**config.mk**
```make
export PLATFORM = sky130hd
export DESIGN_NAME = aes_in_sched
export DESIGN_NICKNAME = d
export VERILOG_FILES = /design/src/rtl/aes_in_sched.sv
export SDC_FILE = /design/constraint.sdc
export NUM_CORES = 1
export LEC_CHECK = 0
export BUFFER_PORTS_ARGS = -buffer_cell sky130_fd_sc_hd__buf_2
export CAP_MARGIN = 25
export CORE_AREA = 2 2 178 180
export CTS_CLUSTER_DIAMETER = 40
export DETAILED_ROUTE_END_ITERATION = 6
export DIE_AREA = 0 0 180 182
export GPL_TIMING_DRIVEN = 1
export MAX_ROUTING_LAYER = met4
export PLACE_DENSITY = 0.79
export SLEW_MARGIN = 20
export SYNTH_ARGS = -nofsm -noshare
export SYNTH_HDL_FRONTEND = slang
export SYNTH_SLANG_ARGS = --single-unit
```
**constraint.sdc**
```tcl
create_clock -name clk -period 7 [get_ports clk]
set_input_delay 0.35 -clock clk [delete_from_list [all_inputs] [get_ports clk]]
set_output_delay 0.35 -clock clk [all_outputs]
set_load 0.05 [all_outputs]
```
**src/rtl/aes_in_sched.sv**
```systemverilog
// aes_in_sched: feeds the AES-256 core from the key and data input FIFOs.
// Ports:
//   clk, resetn              clock, synchronous active-low reset
//   load_key                 one-cycle request to load a new key
//   key_empty/key_word/key_rd    key FIFO (first-word-fall-through) handshake
//   data_empty/data_word/data_rd data FIFO (first-word-fall-through) handshake
//   key_o, key_load_o        assembled 256-bit key and its one-cycle load pulse
//   blk_o, blk_valid, blk_ready  assembled 128-bit block with valid/ready
//   core_done                core finished the current block
//   key_loaded, busy, err    status: key present, not idle, sticky watchdog error
// Optional build macro CTRL_TIMEOUT_EN adds a watchdog over BLK_OUT/WAIT_DONE
// that drops the block and raises err after TIMEOUT_CYC cycles.
module aes_in_sched #(
    parameter int KEY_WORDS   = 8,
    parameter int BLK_WORDS   = 4,
    parameter int TIMEOUT_CYC = 64
) (
    input  logic         clk,
    input  logic         resetn,
    input  logic         load_key,
    input  logic         key_empty,
    input  logic [31:0]  key_word,
    output logic         key_rd,
    input  logic         data_empty,
    input  logic [31:0]  data_word,
    output logic         data_rd,
    output logic [255:0] key_o,
    output logic         key_load_o,
    output logic [127:0] blk_o,
    output logic         blk_valid,
    input  logic         blk_ready,
    input  logic         core_done,
    output logic         key_loaded,
    output logic         busy,
    output logic         err
);
    typedef enum logic [2:0] {IDLE, LOAD_KEY, KEY_OUT, LOAD_DATA, BLK_OUT, WAIT_DONE} state_t;
    localparam logic [2:0] KEY_LAST = 3'(KEY_WORDS - 1);
    localparam logic [2:0] BLK_LAST = 3'(BLK_WORDS - 1);
    state_t     state, state_nx;
    logic [2:0] wcnt;
    logic       key_pend, key_last, blk_last, tmo;
    assign key_rd   = (state == LOAD_KEY) & !key_empty;
    assign data_rd  = (state == LOAD_DATA) & !data_empty;
    assign key_last = key_rd & (wcnt == KEY_LAST);
    assign blk_last = data_rd & (wcnt == BLK_LAST);
`ifdef CTRL_TIMEOUT_EN
    localparam int TW = $clog2(TIMEOUT_CYC + 1);
    logic [TW-1:0] tmr;
    assign tmo = (state == BLK_OUT || state == WAIT_DONE) && tmr == TW'(TIMEOUT_CYC - 1);
    // restarts on every state change so each waiting state gets a full budget
    always_ff @(posedge clk) begin
        if (!resetn || state_nx != state)
            tmr <= '0;
        else if (state == BLK_OUT || state == WAIT_DONE)
            tmr <= tmr + 1'b1;
    end
    always_ff @(posedge clk)
        err <= resetn & (err | tmo);
`else
    assign tmo = 1'b0;
    assign err = 1'b0;
`endif
    always_comb begin
        state_nx = IDLE;
        case (state)
            IDLE:      state_nx = (key_pend & !key_empty) ? LOAD_KEY :
                                  (key_loaded & !data_empty) ? LOAD_DATA : IDLE;
            LOAD_KEY:  state_nx = key_last ? KEY_OUT : LOAD_KEY;
            KEY_OUT:   state_nx = IDLE;
            LOAD_DATA: state_nx = blk_last ? BLK_OUT : LOAD_DATA;
            BLK_OUT:   state_nx = tmo ? IDLE : blk_ready ? WAIT_DONE : BLK_OUT;
            WAIT_DONE: state_nx = (tmo | core_done) ? IDLE : WAIT_DONE;
            default:   state_nx = IDLE;
        endcase
    end
    // word i lands at the MSB end: lsb offset of word i is 32*(last-i) = {~i, 5'b0}
    always_ff @(posedge clk) begin
        if (!resetn) begin
            state      <= IDLE;
            wcnt       <= '0;
            key_pend   <= 1'b0;
            key_o      <= '0;
            blk_o      <= '0;
            key_load_o <= 1'b0;
            key_loaded <= 1'b0;
            blk_valid  <= 1'b0;
            busy       <= 1'b0;
        end else begin
            state      <= state_nx;
            key_pend   <= (key_pend | load_key) & !key_last;
            wcnt       <= (key_last | blk_last) ? 3'd0 : (key_rd | data_rd) ? wcnt + 3'd1 : wcnt;
            if (key_rd)
                key_o[{~wcnt, 5'b0} +: 32] <= key_word;
            if (data_rd)
                blk_o[{~wcnt[1:0], 5'b0} +: 32] <= data_word;
            key_load_o <= key_last;
            key_loaded <= key_loaded | key_last;
            blk_valid  <= state_nx == BLK_OUT;
            busy       <= state_nx != IDLE;
        end
    end
endmodule

```
==> run summary <==
Among the stages of the critical path, the cell type that occurs most often is ha_1. Synthesis inferred 395 register bits. Global routing finished with a remaining overflow of 0. Using the TritonRoute via totals, the vias-per-cell ratio works out to 5.62. The clock tree synthesis step divided the H-tree into 2 levels. The final layout contains 2310 nets. The final count of negative-setup-slack endpoints was 0; the width of the die was 180 um. In the final layout, the share of cells above drive strength 1 is 26.0%. The tools report the number of hold buffers added after cts as 0. The area added between synthesis and finish is 24.9%, and the number of enable flip-flop cells after synthesis is 0. The endpoint arrival time on the critical path came out at 3710 ps. In the synthesized netlist, the number of instances is 1874. In this run the mean area of a mapped cell was 8.46 um^2. For this block, the initial DRC count from the detailed router was 1383. The design draws 0.00515 W. In this run the vertical extent of the chip is 182 um.

For the number of nets with antenna violations after routing, the log shows 0. During I/O placement, the number of pins put on the boundary was 462. For the maximum root-to-sink buffer count, the log shows 3. The tools report the count of final max-slew check failures as 0. Clock root buffer: clkbuf_16. The worst path meets setup with 3760 ps of slack.

Worst-case headroom to the max-slew limit: 36.5%. The period utilization is 46.3%, and the total CTS buffers is 50. The congestion estimate from routability-driven global placement came to 0.880. The cell type of the slowest stage on the worst timing path is dfxtp_1. In the synthesized netlist the dominant register cell turns out to be dfxtp_1. On the worst path, the slowest cell contributes a delay of 680 ps. The worst-margin pin slew was 952 ps. STA classifies the critical path startpoint as a register. In the final timing run, aggregate negative setup slack is 0 ps. Number of placed instances, taps included: 2575.

The startpoint-to-endpoint class of the critical path is register to register. The count of max-cap constraint violations was 0; the starting density of the core was 51.2%. The tools report the element type at the critical path end as a register. For the area of the die, the log shows 32800 um^2. Clock-pin slew was measured on the worst setup and hold paths at 60 ps.

The run gives 0 as the number of warning messages in the yosys log. The net count of the mapped netlist was 1955. The average wire per standard cell is 19.7 um. In this run the worst setup path begins at wcnt[0]$_SDFFE_PP0P_.

Based on the critical path, the design can be clocked at up to 0.308 GHz. The number of placement rows is 65, and the number of global-route vias before repair is 14000. Prior to clock tree synthesis, the placed netlist has a worst setup slack of 3720 ps. The setup slack on the worst flop-to-flop path was 3760 ps; the final number of hold-violating endpoints was 0. Sequential elements use 49.9% of the synthesized area. The cell leakage power is 8.16 nW. The run finished with clean final reports. The first global-routing pass estimated 80300 um of wire. The run gives 0 as the number of gates resized after CTS. The run gives 2674 as the number of cells in the finished layout apart from fillers. Port buffering added 460 buffers. The fraction of registers with async set/reset works out to 0%. Setup repair after global routing left no endpoint under its margin. The total global routing track utilization was 31.6%.

The tools report the maximum resistive drop on vdd as 254 uV. The tools report the worst path required time as 7470 ps. The worst hold path belongs to the class input port to register. Final hold analysis gives a worst-case slack of 39.5 ps. The later pin in the worst-skew pair is clocked with a latency of 560 ps.

After synthesis the cells add up to 15900 um^2. CTS saw 395 sinks. The residual DRC count was 0; the maximum net fanout on the critical path was 19.

Sum of routed wire length over all layers: 52600 um. Detailed routing inserted a total of 15000 vias. The startpoint identified for the worst register-to-register timing path is wcnt[0]$_SDFFE_PP0P_. The logs give 2596 for the number of filler instances in the final layout and 0 for the count of buffers added by post-CTS timing repair for setup. The worst hold path begins at load_key. TritonCTS built the clock tree. Before antenna repair, the detailed router went through 6 iterations. In this run the standard cell core region covers 31000 um^2. The estimated wirelength of the detail-placed design is 35200 um, and the setup clock skew after layout is 28.5 ps. The count of unique library cells instantiated by Yosys is 38, and the initial antenna violation count is 5. The clock period could shrink to 3240 ps. Traced cell by cell, the critical path runs through ha_1, ha_1, a31oi_4, and4b_1, buf_4, nand2_1, a21boi_0. Total power density per cell area: 260 nW/um^2. Entering global routing, the biggest net connects 181 pins.
-- power by group --
| group | internal, W | switching, W | total, W |
|---|---|---|---|
| Sequential | 0.00226 | 0.00000494 | 0.00226 |
| Clock | 0.00167 | 0.000992 | 0.00266 |
| Combinational | 0.0000699 | 0.000154 | 0.000224 |
| Total | 0.00400 | 0.00115 | 0.00515 |
-- cell type report --
type,instances,area (um^2),area share (%)
tap,402,503,2.54
clock buffer,68,1480,7.49
multi-input combinational,1285,6980,35.3
antenna,5,12.5,0.0632
clock inverter,22,274,1.38
inverter,7,26.3,0.133
sequential,395,7910,39.9
timing repair buffer,490,2620,13.2
-- critical path: cells and delay by family (launching register included) --
| kind | cells | cell delay [ps] |
|---|---|---|
| AOI/OAI and AO/OA | 2 | 580 |
| DFF | 1 | 680 |
| and+or+nand+nor | 2 | 730 |
| buffers and inverters | 1 | 370 |
| adders and majority gates | 2 | 800 |
-- layout by cell type (no fill, tap or decap), types with 4 or more instances in the layout --
master / synthesis / routed
clkbuf_16: 0 / 53
a21boi_1: 153 / 153
inv_1: 7 / 7
buf_2: 34 / 459
ha_1: 10 / 10
nor2_1: 46 / 41
clkbuf_8: 0 / 11
and2_1: 6 / 5
nand4_1: 4 / 4
nand2b_1: 12 / 12
nor2b_1: 9 / 8
nand3_1: 264 / 264
clkbuf_1: 114 / 5
inv_6: 0 / 6
and3_1: 5 / 5
dfxtp_1: 395 / 395
bufinv_16: 0 / 5
a21boi_0: 231 / 231
nand2_1: 515 / 515
clkinvlp_4: 0 / 5
buf_4: 18 / 24
clkinv_2: 0 / 5
diode_2: 0 / 5
-- registers in the layout, indices dropped and copies added (netlist names) --
signal	cells
key_o	256
busy	1
key_load_o	1
blk_o	128
state	3
key_pend	1
blk_valid	1
key_loaded	1
wcnt	3
-- worst paths after layout --
kind / end / cells after the start
setup / recovery: key_o[131]$_SDFFE_PN0P_ / 7
hold / removal: key_pend$_SDFF_PN0_ / 3
setup reg to reg: key_o[131]$_SDFFE_PN0P_ / 7
hold reg to reg: key_o[80]$_SDFFE_PN0P_ / 2
-- cells by family (layout without fill, tap and decap cells) --
| kind of cell | Yosys count | in the layout | share of synthesized area (%) |
|---|---|---|---|
| multiplexers | 1 | 1 | 0.0631 |
| other | 1 | 6 | 0.0237 |
| AND/OR/NAND/NOR | 876 | 876 | 24.1 |
| AO/OA/AOI/OAI | 397 | 397 | 18.9 |
| flip-flops | 395 | 395 | 49.9 |
| adder cells (fa/ha/maj) | 10 | 10 | 0.789 |
| buffers and inverters | 194 | 587 | 6.28 |
-- metal layers --
metal  track usage, %  vias to the layer above  wire, um
met5                -                        -         0
met4             13.6                        0      2290
met3             8.56                      163      5660
met2             50.4                      816     24400
met1             37.7                     7098     20200
li1                 -                     6942         -
-- cells in the mapped netlist, drive strengths merged, types with 2 or more instances --
cell,count,area [um^2]
inv,7,26.3
nand2b,12,75.1
nand3,267,1370
nor2b,9,56.3
and3,5,31.3
a21boi,384,2880
ha,10,125
a22oi,2,15.0
and2,6,37.5
nand2,515,1930
nor2,46,173
nand4,4,25.0
a32o,2,20.0
and4,4,35.0
dfxtp,395,7910
clkbuf,114,428
buf,73,542
a21oi,3,15.0
-- per-stage QoR --
stage / area, um^2 / utilization (%)
floorplan: 15900 / -
global placement: 17900 / 57.8
detailed placement: 17900 / 57.9
CTS: 19700 / 63.6
global route: 19800 / 63.9
finish: 19800 / 63.9
Note: power is estimated with default switching activity, not from simulation.
